**src/rtl/cfg_loader_pkg.sv**
```systemverilog
// Shared types and sizing helpers for the BL/WL configuration loader.
package cfg_loader_pkg;

    // Loader sequencing states
    typedef enum logic [2:0] {
        IDLE  = 3'd0,
        LOAD  = 3'd1,
        SETUP = 3'd2,
        PULSE = 3'd3,
        HOLD  = 3'd4,
        DONE  = 3'd5
    } state_t;

    // Default geometry of the fabric's config region
    localparam int DEF_BL_WIDTH = 514;
    localparam int DEF_WL_WIDTH = 407;
    localparam int DEF_IN_WIDTH = 32;
    localparam int DEF_WL_PULSE = 2;

    // Number of input words needed to cover one bitline row
    function automatic int words_per_row(input int bl_width, input int in_width);
        return (bl_width + in_width - 1) / in_width;
    endfunction

    // Counter width able to hold 0..n-1, never narrower than one bit
    function automatic int cnt_width(input int n);
        return (n > 1) ? $clog2(n) : 1;
    endfunction

endpackage

```
**src/rtl/bl_row_assembler.sv**
```systemverilog
// Collects the input words of one bitline row into a BL_WIDTH-bit buffer.
// Word k bit j lands on row bit k*IN_WIDTH+j; bits past BL_WIDTH in the last
// word have no destination and are simply dropped.
module bl_row_assembler
    import cfg_loader_pkg::*;
#(
    parameter int BL_WIDTH = DEF_BL_WIDTH,
    parameter int IN_WIDTH = DEF_IN_WIDTH,
    localparam int WPR     = words_per_row(BL_WIDTH, IN_WIDTH),
    localparam int WORD_W  = cnt_width(WPR)
)(
    input  logic                clk,
    input  logic                reset,
    input  logic                i_wr_en,
    input  logic [WORD_W-1:0]   i_word_idx,
    input  logic [IN_WIDTH-1:0] i_word,
    output logic [0:BL_WIDTH-1] o_row,
    output logic                o_last_word
);

    logic [0:BL_WIDTH-1] r_row;
    logic [0:BL_WIDTH-1] w_row_next;
    logic [WPR-1:0]      w_word_sel;

    genvar gk, gb;
    generate
        for (gk = 0; gk < WPR; gk++) begin : g_sel
            assign w_word_sel[gk] = i_wr_en && (i_word_idx == WORD_W'(gk));
        end

        // Only in-range row bits exist, so the pad bits of the last word are truncated here
        for (gb = 0; gb < BL_WIDTH; gb++) begin : g_bit
            localparam int K = gb / IN_WIDTH;
            localparam int J = gb % IN_WIDTH;
            assign w_row_next[gb] = w_word_sel[K] ? i_word[J] : r_row[gb];
        end
    endgenerate

    // Row buffer register, updated with the word being written this cycle
    always_ff @(posedge clk or posedge reset) begin
        if (reset) begin
            r_row <= '0;
        end else begin
            r_row <= w_row_next;
        end
    end

    // Merged view lets the top capture the full row on the edge the last word lands
    assign o_row       = w_row_next;
    assign o_last_word = (i_word_idx == WORD_W'(WPR - 1));

endmodule

```
**src/rtl/bl_wl_config_loader.sv**
```systemverilog
// Bitline/wordline config-memory programmer: takes a 32-bit word stream,
// assembles each BL row, then strobes that row's wordline for WL_PULSE cycles
// with a one-cycle BL guard before and after the strobe.
module bl_wl_config_loader
    import cfg_loader_pkg::*;
#(
    parameter int BL_WIDTH = DEF_BL_WIDTH,
    parameter int WL_WIDTH = DEF_WL_WIDTH,
    parameter int IN_WIDTH = DEF_IN_WIDTH,
    parameter int WL_PULSE = DEF_WL_PULSE
)(
    input  logic                clk,
    input  logic                reset,
    input  logic                start,
    input  logic [IN_WIDTH-1:0] s_data,
    input  logic                s_valid,
    output logic                s_ready,
    output logic [0:BL_WIDTH-1] bl_config_region_0,
    output logic [0:WL_WIDTH-1] wl_config_region_0,
    output logic                busy,
    output logic                done
);

    localparam int WPR     = words_per_row(BL_WIDTH, IN_WIDTH);
    localparam int ROW_W   = cnt_width(WL_WIDTH);
    localparam int WORD_W  = cnt_width(WPR);
    localparam int PULSE_W = cnt_width(WL_PULSE);

    localparam logic [ROW_W-1:0]   LAST_ROW   = ROW_W'(WL_WIDTH - 1);
    localparam logic [PULSE_W-1:0] LAST_PULSE = PULSE_W'(WL_PULSE - 1);

    state_t               r_state;
    state_t               w_state_next;
    logic [ROW_W-1:0]     r_row;
    logic [ROW_W-1:0]     w_row_next;
    logic [WORD_W-1:0]    r_word;
    logic [WORD_W-1:0]    w_word_next;
    logic [PULSE_W-1:0]   r_pulse;
    logic [PULSE_W-1:0]   w_pulse_next;

    logic                 r_s_ready;
    logic                 r_busy;
    logic                 r_done;
    logic [0:BL_WIDTH-1]  r_bl;
    logic [0:WL_WIDTH-1]  r_wl;

    logic                 w_accept;
    logic                 w_last_word;
    logic                 w_load_bl;
    logic                 w_clear_bl;
    logic [0:BL_WIDTH-1]  w_row_bits;
    logic [0:WL_WIDTH-1]  w_wl_sel;

    // s_ready is high exactly while in LOAD, so it doubles as the LOAD qualifier
    assign w_accept = s_valid && r_s_ready;

    bl_row_assembler #(
        .BL_WIDTH (BL_WIDTH),
        .IN_WIDTH (IN_WIDTH)
    ) u_row_asm (
        .clk         (clk),
        .reset       (reset),
        .i_wr_en     (w_accept),
        .i_word_idx  (r_word),
        .i_word      (s_data),
        .o_row       (w_row_bits),
        .o_last_word (w_last_word)
    );

    genvar gr;
    generate
        for (gr = 0; gr < WL_WIDTH; gr++) begin : g_wl
            assign w_wl_sel[gr] = (r_row == ROW_W'(gr));
        end
    endgenerate

    // State and counter registers
    always_ff @(posedge clk or posedge reset) begin
        if (reset) begin
            r_state <= IDLE;
            r_row   <= '0;
            r_word  <= '0;
            r_pulse <= '0;
        end else begin
            r_state <= w_state_next;
            r_row   <= w_row_next;
            r_word  <= w_word_next;
            r_pulse <= w_pulse_next;
        end
    end

    // Next-state and counter update logic
    always_comb begin
        w_state_next = r_state;
        w_row_next   = r_row;
        w_word_next  = r_word;
        w_pulse_next = r_pulse;
        w_load_bl    = 1'b0;
        w_clear_bl   = 1'b0;
        unique case (r_state)
            IDLE: begin
                if (start) begin
                    w_state_next = LOAD;
                    w_row_next   = '0;
                    w_word_next  = '0;
                end
            end
            LOAD: begin
                if (w_accept) begin
                    if (w_last_word) begin
                        w_state_next = SETUP;
                        w_load_bl    = 1'b1;
                    end else begin
                        w_word_next = r_word + WORD_W'(1);
                    end
                end
            end
            SETUP: begin
                w_state_next = PULSE;
                w_pulse_next = '0;
            end
            PULSE: begin
                if (r_pulse == LAST_PULSE) begin
                    w_state_next = HOLD;
                end else begin
                    w_pulse_next = r_pulse + PULSE_W'(1);
                end
            end
            HOLD: begin
                if (r_row == LAST_ROW) begin
                    w_state_next = DONE;
                    w_clear_bl   = 1'b1;
                end else begin
                    w_state_next = LOAD;
                    w_row_next   = r_row + ROW_W'(1);
                    w_word_next  = '0;
                end
            end
            DONE: begin
                w_state_next = IDLE;
            end
            default: begin
                w_state_next = IDLE;
            end
        endcase
    end

    // Registered outputs, derived from the state being entered
    always_ff @(posedge clk or posedge reset) begin
        if (reset) begin
            r_s_ready <= 1'b0;
            r_busy    <= 1'b0;
            r_done    <= 1'b0;
            r_wl      <= '0;
            r_bl      <= '0;
        end else begin
            r_s_ready <= (w_state_next == LOAD);
            r_busy    <= (w_state_next != IDLE) && (w_state_next != DONE);
            r_done    <= (w_state_next == DONE);
            r_wl      <= (w_state_next == PULSE) ? w_wl_sel : '0;
            if (w_load_bl) begin
                r_bl <= w_row_bits;
            end else if (w_clear_bl) begin
                r_bl <= '0;
            end
        end
    end

    assign s_ready            = r_s_ready;
    assign busy               = r_busy;
    assign done               = r_done;
    assign bl_config_region_0 = r_bl;
    assign wl_config_region_0 = r_wl;

endmodule
```
**config.mk**
```make
export PLATFORM = sky130hd
export DESIGN_NAME = bl_wl_config_loader
export DESIGN_NICKNAME = d
export VERILOG_FILES = /design/src/rtl/cfg_loader_pkg.sv /design/src/rtl/bl_row_assembler.sv /design/src/rtl/bl_wl_config_loader.sv
export SDC_FILE = /design/constraint.sdc
export NUM_CORES = 2
export LEC_CHECK = 0
export BUFFER_PORTS_ARGS = -buffer_cell sky130_fd_sc_hd__buf_2
export CAP_MARGIN = 5
export CORE_AREA = 2 2 378 380
export DETAILED_ROUTE_END_ITERATION = 6
export DIE_AREA = 0 0 380 382
export GPL_TIMING_DRIVEN = 0
export PLACE_DENSITY = 0.66
export SYNTH_ARGS = -nofsm -noshare
export SYNTH_HDL_FRONTEND = slang
export SYNTH_SLANG_ARGS = --single-unit
```
**constraint.sdc**
```tcl
create_clock -name clk -period 64.8 [get_ports clk]
set_input_delay 0 -clock clk [delete_from_list [all_inputs] [get_ports clk]]
set_output_delay 0 -clock clk [all_outputs]
set_load 0.05 [all_outputs]
```
Yosys cells after proc, flatten, opt, wreduce, memory -nomap -nowiden
Cells that the tools add are included.
{"block": "totals", "regBits": 1456, "in_bits": 36, "output_inout_bits": 924, "word_cells": 1014}
{"block": "classes", "add_sub_neg": 3, "n_eq_ne": 434, "muxes": 538, "reduce_logical": 29}
{"op": "$eq A9 B9 Y1 const B", "n": 151}
{"op": "$eq A9 B8 Y1 const B", "n": 128}
{"op": "$mux W514", "n": 2}
{"op": "$eq A9 B7 Y1 const B", "n": 64}
{"op": "$mux W1", "n": 520}
{"op": "$mux W407", "n": 1}
{"op": "$eq A9 B6 Y1 const B", "n": 32}
{"op": "$eq A9 B5 Y1 const B", "n": 16}
{"op": "$eq A9 B4 Y1 const B", "n": 8}
{"op": "$eq A5 B4 Y1 const B", "n": 8}
{"op": "$eq A9 B3 Y1 const B", "n": 4}
{"op": "$eq A5 B3 Y1 const B", "n": 4}
{"op": "$mux W5", "n": 4}
{"op": "$logic_and A1 B1 Y1", "n": 19}
{"op": "$eq A9 B2 Y1 const B", "n": 2}
{"op": "$mux W9", "n": 2}
{"op": "$pmux W9 S2", "n": 1}
{"op": "$mux W3", "n": 5}
{"op": "$pmux W3 S5", "n": 1}
{"op": "$pmux W5 S3", "n": 1}
{"op": "$eq A5 B2 Y1 const B", "n": 2}
{"op": "$add A9 B1 Y9 const B", "n": 1}
{"op": "$eq A3 B2 Y1 const B", "n": 3}
{"op": "$eq A9 B1 Y1 const B", "n": 1}
{"op": "other kinds (17)", "n": 24}

Depth between registers and ports, before layout
{"block": "logic_depth", "depth_word": 6, "ltp_mapped": 9, "depth_no_buf": 6}

Cells and area by module
A second synthesis with hierarchy kept.
{"block": "hier_totals", "cells_unflattened": 4442, "hier_area_um2": 53268.6}
{"module": "bl_wl_config_loader", "instances": 1, "cells_per_inst": 3302, "area_per_inst_um2": 33901.3, "seq_area_each_um2": 23572.6}
{"module": "bl_row_assembler", "instances": 1, "cells_per_inst": 1140, "area_per_inst_um2": 19367.3, "seq_area_each_um2": 12862.3}

Worst setup path before layout
OpenSTA, ideal clock, no wires.
{"block": "synth_timing", "path_type": "register to register", "start": "register r_s_ready (netlist: s_ready)", "end": "register r_bl (netlist bit bl_config_region_0[86])", "setup_time_ns": 0.121, "arrival_ns": 2.165, "required_ns": 64.679, "slack_ns": 62.514, "stages_incl_launch_ff": 8, "n_path_buf": 3, "period_less_slack_ns": 2.286, "cell_sequence": "dfrtp_1 buf_2 nand2_1 or4_1 clkbuf_1 buf_2 mux2_1 a22o_1"}
{"block": "synth_via", "elab_chain_len": 4, "word_cells_on_any_way": 7, "cone_classes": "mux: 4; reduce/logical: 3"}
{"element": "from (decl)", "line_no": "bl_wl_config_loader.sv:41", "text": "logic r_s_ready;"}
{"element": "from (signal assigned)", "line_no": "bl_wl_config_loader.sv:157", "text": "r_s_ready <= (w_state_next == LOAD);"}
{"element": "$logic_and A1 B1 Y1", "line_no": "bl_wl_config_loader.sv:55", "text": "assign w_accept = s_valid && r_s_ready;"}
{"element": "$logic_and A1 B1 Y1", "line_no": "bl_row_assembler.sv:28", "text": "assign w_word_sel[gk] = i_wr_en && (i_word_idx == WORD_W'(gk));"}
{"element": "$mux W1", "line_no": "bl_row_assembler.sv:35", "text": "assign w_row_next[gb] = w_word_sel[K] ? i_word[J] : r_row[gb];"}
{"element": "via u_row_asm.o_row, one bit", "line_no": "bl_row_assembler.sv:17", "text": "output logic [0:BL_WIDTH-1] o_row,"}
{"element": "$mux W514", "line_no": "bl_wl_config_loader.sv:161", "text": "if (w_load_bl) begin"}
{"element": "to (signal assigned)", "line_no": "bl_wl_config_loader.sv:162", "text": "r_bl <= w_row_bits;"}
{"element": "to (decl)", "line_no": "bl_wl_config_loader.sv:44", "text": "logic [0:BL_WIDTH-1] r_bl;"}
The timed path passes the listed nets, and every way through them passes these cells.
A chain may end at the register's enable or synchronous reset.

Worst setup path after layout
{"block": "layout_timing", "start": "register r_row[0]", "end": "register r_bl (netlist bit bl_config_region_0[225])"}
{"block": "layout_via", "elab_chain_len": 4}
{"element": "from (decl)", "line_no": "bl_wl_config_loader.sv:34", "text": "logic [ROW_W-1:0] r_row;"}
{"element": "from (signal assigned)", "line_no": "bl_wl_config_loader.sv:86", "text": "r_row <= w_row_next;"}
{"element": "$eq A9 B9 Y1", "line_no": "bl_wl_config_loader.sv:130", "text": "if (r_row == LAST_ROW) begin"}
{"element": "$mux W1", "line_no": "bl_wl_config_loader.sv:130"}
{"element": "$mux W1", "line_no": "bl_wl_config_loader.sv:100", "text": "unique case (r_state)"}
{"element": "$reduce_bool A2 Y1 (no source line)"}
Every way passes these cells.

==> summary.md <==
| Metric | Value |
|---|---|
| Post-synth top area cell | `dfrtp_1` |
| Max Slew Vio Count | `0` |
| Routed length per placed instance | `26.9 um` |
| CTS sink count | `~1500` |
| GP Congestion | `a little over 0.8` |
| Most frequent cells in the layout | `1454 x dfrtp_1, 1098 x buf_2, 514 x a22o_1` |
| Starting Density | `0.359` |
| LEAKAGE | `around 33 nW` |
| Hold path start | `s_data[27]` |
| Synth Instances | `about 3400` |
| First-pass GRT wire length | `~250 mm` |
| Period utilization | `0.0605` |
| Finished Cell Area | `63500 um^2` |
| Final Hold Violating Endpoints | `0` |
| Asr flop ratio synth | `1.00` |
| Ports | `960` |
| Worst min-delay path class | `in2reg` |
| Final setup vio count | `0` |
| Crit Path Max Fanout | `10` |
| Clock slew at reported path FFs | `about 0.070 ns` |
| FF+latch count, synth | `approximately 1500` |
| Pwr per Cell Area | `48.1 nW/um^2` |
| DRC | `0` |
| DRC violation total after the first TritonRoute iteration | `between 2000 and 2500` |
| Worst EP required | `65.51 ns` |
| Routed Antenna Nets | `0` |
| Worst slew pin tran | `about 1.3 ns` |
| # nets final | `4571` |
| Max-slew headroom | `0.106` |
| Min cycle time layout | `between 3 and 4 ns` |
| Drt pass-1 iters | `5` |
| Setup repair bufs after CTS | `0` |
| Distinct cells, synth | `46` |
| Maximum vdd drop | `~0.033 mV` |
| Mapped Area | `50600 um^2` |
| CP startpoint kind | `flop` |
| CTS Buf Count | `about 150` |
| Pin count of the biggest net entering global routing | `142` |
| Cts hold-fix bufs | `36` |
| Overall routing resource usage | `0.239` |
| Clock root cell | `clkbuf_16` |
| Final Skew | `~0.035 ns` |
| Syn-to-layout area delta | `25.5%` |
| Seq/Total Area, Yosys | `0.719` |
| Critical Path AT | `between 4 and 5 ns` |
| MaxCap Viol Count | `0` |
| # H-tree levels | `4` |
| Row count | `about 140` |
| Top cell type's share of synthesized area | `0.719` |
| Worst-Skew Late Latency | `roughly 0.8 ns` |
| CTS resizes | `0` |
| Status | `finished clean` |
| RSZ-0062 raised after global routing | `no` |
| Initial antenna violation count | `30` |
| IO buf count | `958` |
| GRT overflow | `0` |
| Post-synth top flop | `dfrtp_1` |
| Critical path class | `reg2reg` |
| Layout cells sized above 1 | `0.381` |
| Reg2reg start | `r_row[0]$_DFFE_PP0P_` |
| Vias per cell | `5.05` |
| Worst-case clock buffer depth | `3` |
| Finished Core Util | `0.451` |
| CTS tree | `yes` |
| Vias in the first global route | `33800` |
| Die height | `roughly 380 um` |
| Placed instance area | `58200 um^2` |
| Mapped Avg Cell Area | `15.0 um^2` |
| Fmax | `between 200 and 300 MHz` |
| Core ar. | `between 100000 and 150000 um^2` |
| Die W | `approximately 380 um` |
| Ranking of synthesized cells by area | `dfrtp_1 72%, mux2_2 9.1%, a22o_1 8.9%` |
| Routed wire length | `176 mm` |
| Syn. warnings | `0` |
| HPWL Detailed | `~130 mm` |
| Critical path origin | `r_row[0]$_DFFE_PP0P_` |
| Total number of vias | `roughly 33000` |
| FILL cells | `approximately 13000` |
| Crit path capture type | `flop` |
| Die area | `~150000 um^2` |
| Syn nets | `between 3000 and 4000` |
| Final TNS setup | `0 ns` |
| EDFF count, synth | `0` |
| Commonest non-fill, non-tap cell in the layout | `dfrtp_1` |
## critical path: stages, from the launching register on
cell      delay [ns]
dfrtp_1         0.41
inv_1           0.11
ha_1            0.20
clkbuf_1        0.22
nand4b_1        0.35
nor3_4          0.12
nor2_2          0.65
clkbuf_1        0.98
buf_2           0.55
a22o_1          0.22
## sequential cells by signal (all words and copies together) (netlist names)
signal,cells
bl_config_region_0,514
busy,1
done,1
r_pulse,1
r_row,9
r_state,3
r_word,5
s_ready,1
u_row_asm.r_row,512
wl_config_region_0,407
## where the power goes
part	internal [W]	switching (W)	leakage (nW)
clock	0.000502	0.000372	2.43
combinational	0.000286	0.000650	11.0
sequential	0.00115	0.0000949	19.4
## final cells by class
| cell class | instances | area, um^2 | share of cell area |
|---|---|---|---|
| Inverter | 10 | 45.0 | 0.000709 |
| Antenna cell | 12 | 30.0 | 0.000473 |
| Multi-Input combinational cell | 1620 | 13000 | 0.204 |
| Clock inverter | 49 | 671 | 0.0106 |
| Tap cell | 1890 | 2360 | 0.0372 |
| Buffer | 282 | 1240 | 0.0195 |
| Clock buffer | 213 | 4300 | 0.0677 |
| Sequential cell | 1454 | 36400 | 0.573 |
| Timing Repair Buffer | 1009 | 5510 | 0.0868 |
## stage by stage
step	power [W]	hold WS, ns	cells	worst slack [ns]
2_1_floorplan	0.00193	0.157	3366	23.79
4_1_cts	0.00307	0.0779	6526	60.68
6_report	0.00306	0.145	6539	60.88
3_5_place_dp	0.00219	0.217	6228	60.73
5_1_grt	0.00318	0.135	6527	60.63
3_3_place_gp	0.00219	0.399	6214	10.04
## worst paths after layout
kind / endpoint / slack [ns] / depth (start not counted)
min: u_row_asm.r_row[379]$_DFF_PP0_ / 0.14 / 3
min in group asynchronous: wl_config_region_0[365]$_DFF_PP0_ / 0.53 / 4
min reg2reg: u_row_asm.r_row[363]$_DFF_PP0_ / 0.48 / 1
max reg2reg: bl_config_region_0[225]$_DFFE_PP0P_ / 60.88 / 9
max: bl_config_region_0[225]$_DFFE_PP0P_ / 60.88 / 9
max in group asynchronous: bl_config_region_0[454]$_DFFE_PP0P_ / 61.43 / 8
## kinds of logic after synthesis
kind of cell,after synthesis,synth area share
AOI/OAI and AO/OA,534,0.0915
xor gates and xnor gates,3,0.000519
DFF,1454,0.719
adders and majority gates,10,0.00247
and+or+nand+nor,554,0.0464
buffers and inverters,292,0.0251
muxes,519,0.115
## synth_stat cells, types with 4 or more instances
| master | number |
|---|---|
| nor2_1 | 423 |
| mux2i_1 | 4 |
| dfrtp_1 | 1454 |
| clkbuf_1 | 130 |
| o21ai_0 | 6 |
| mux2_1 | 105 |
| buf_2 | 140 |
| a22o_1 | 514 |
| buf_1 | 12 |
| nor3_1 | 7 |
| inv_1 | 10 |
| nand3_1 | 33 |
| ha_1 | 10 |
| or3_1 | 8 |
| mux2_2 | 410 |
| nand2_1 | 34 |
| nor2b_1 | 7 |
| nand2b_1 | 8 |
## metal layers
layer | vias up | global-route usage | part of all wire
met5 | - | 0 | 0
met4 | 0 | 0.104 | 0.044
met3 | 302 | 0.0771 | 0.081
met2 | 1263 | 0.384 | 0.47
met1 | 17300 | 0.296 | 0.40
li1 | 14100 | - | -
Note: power is estimated with default switching activity, not from simulation.
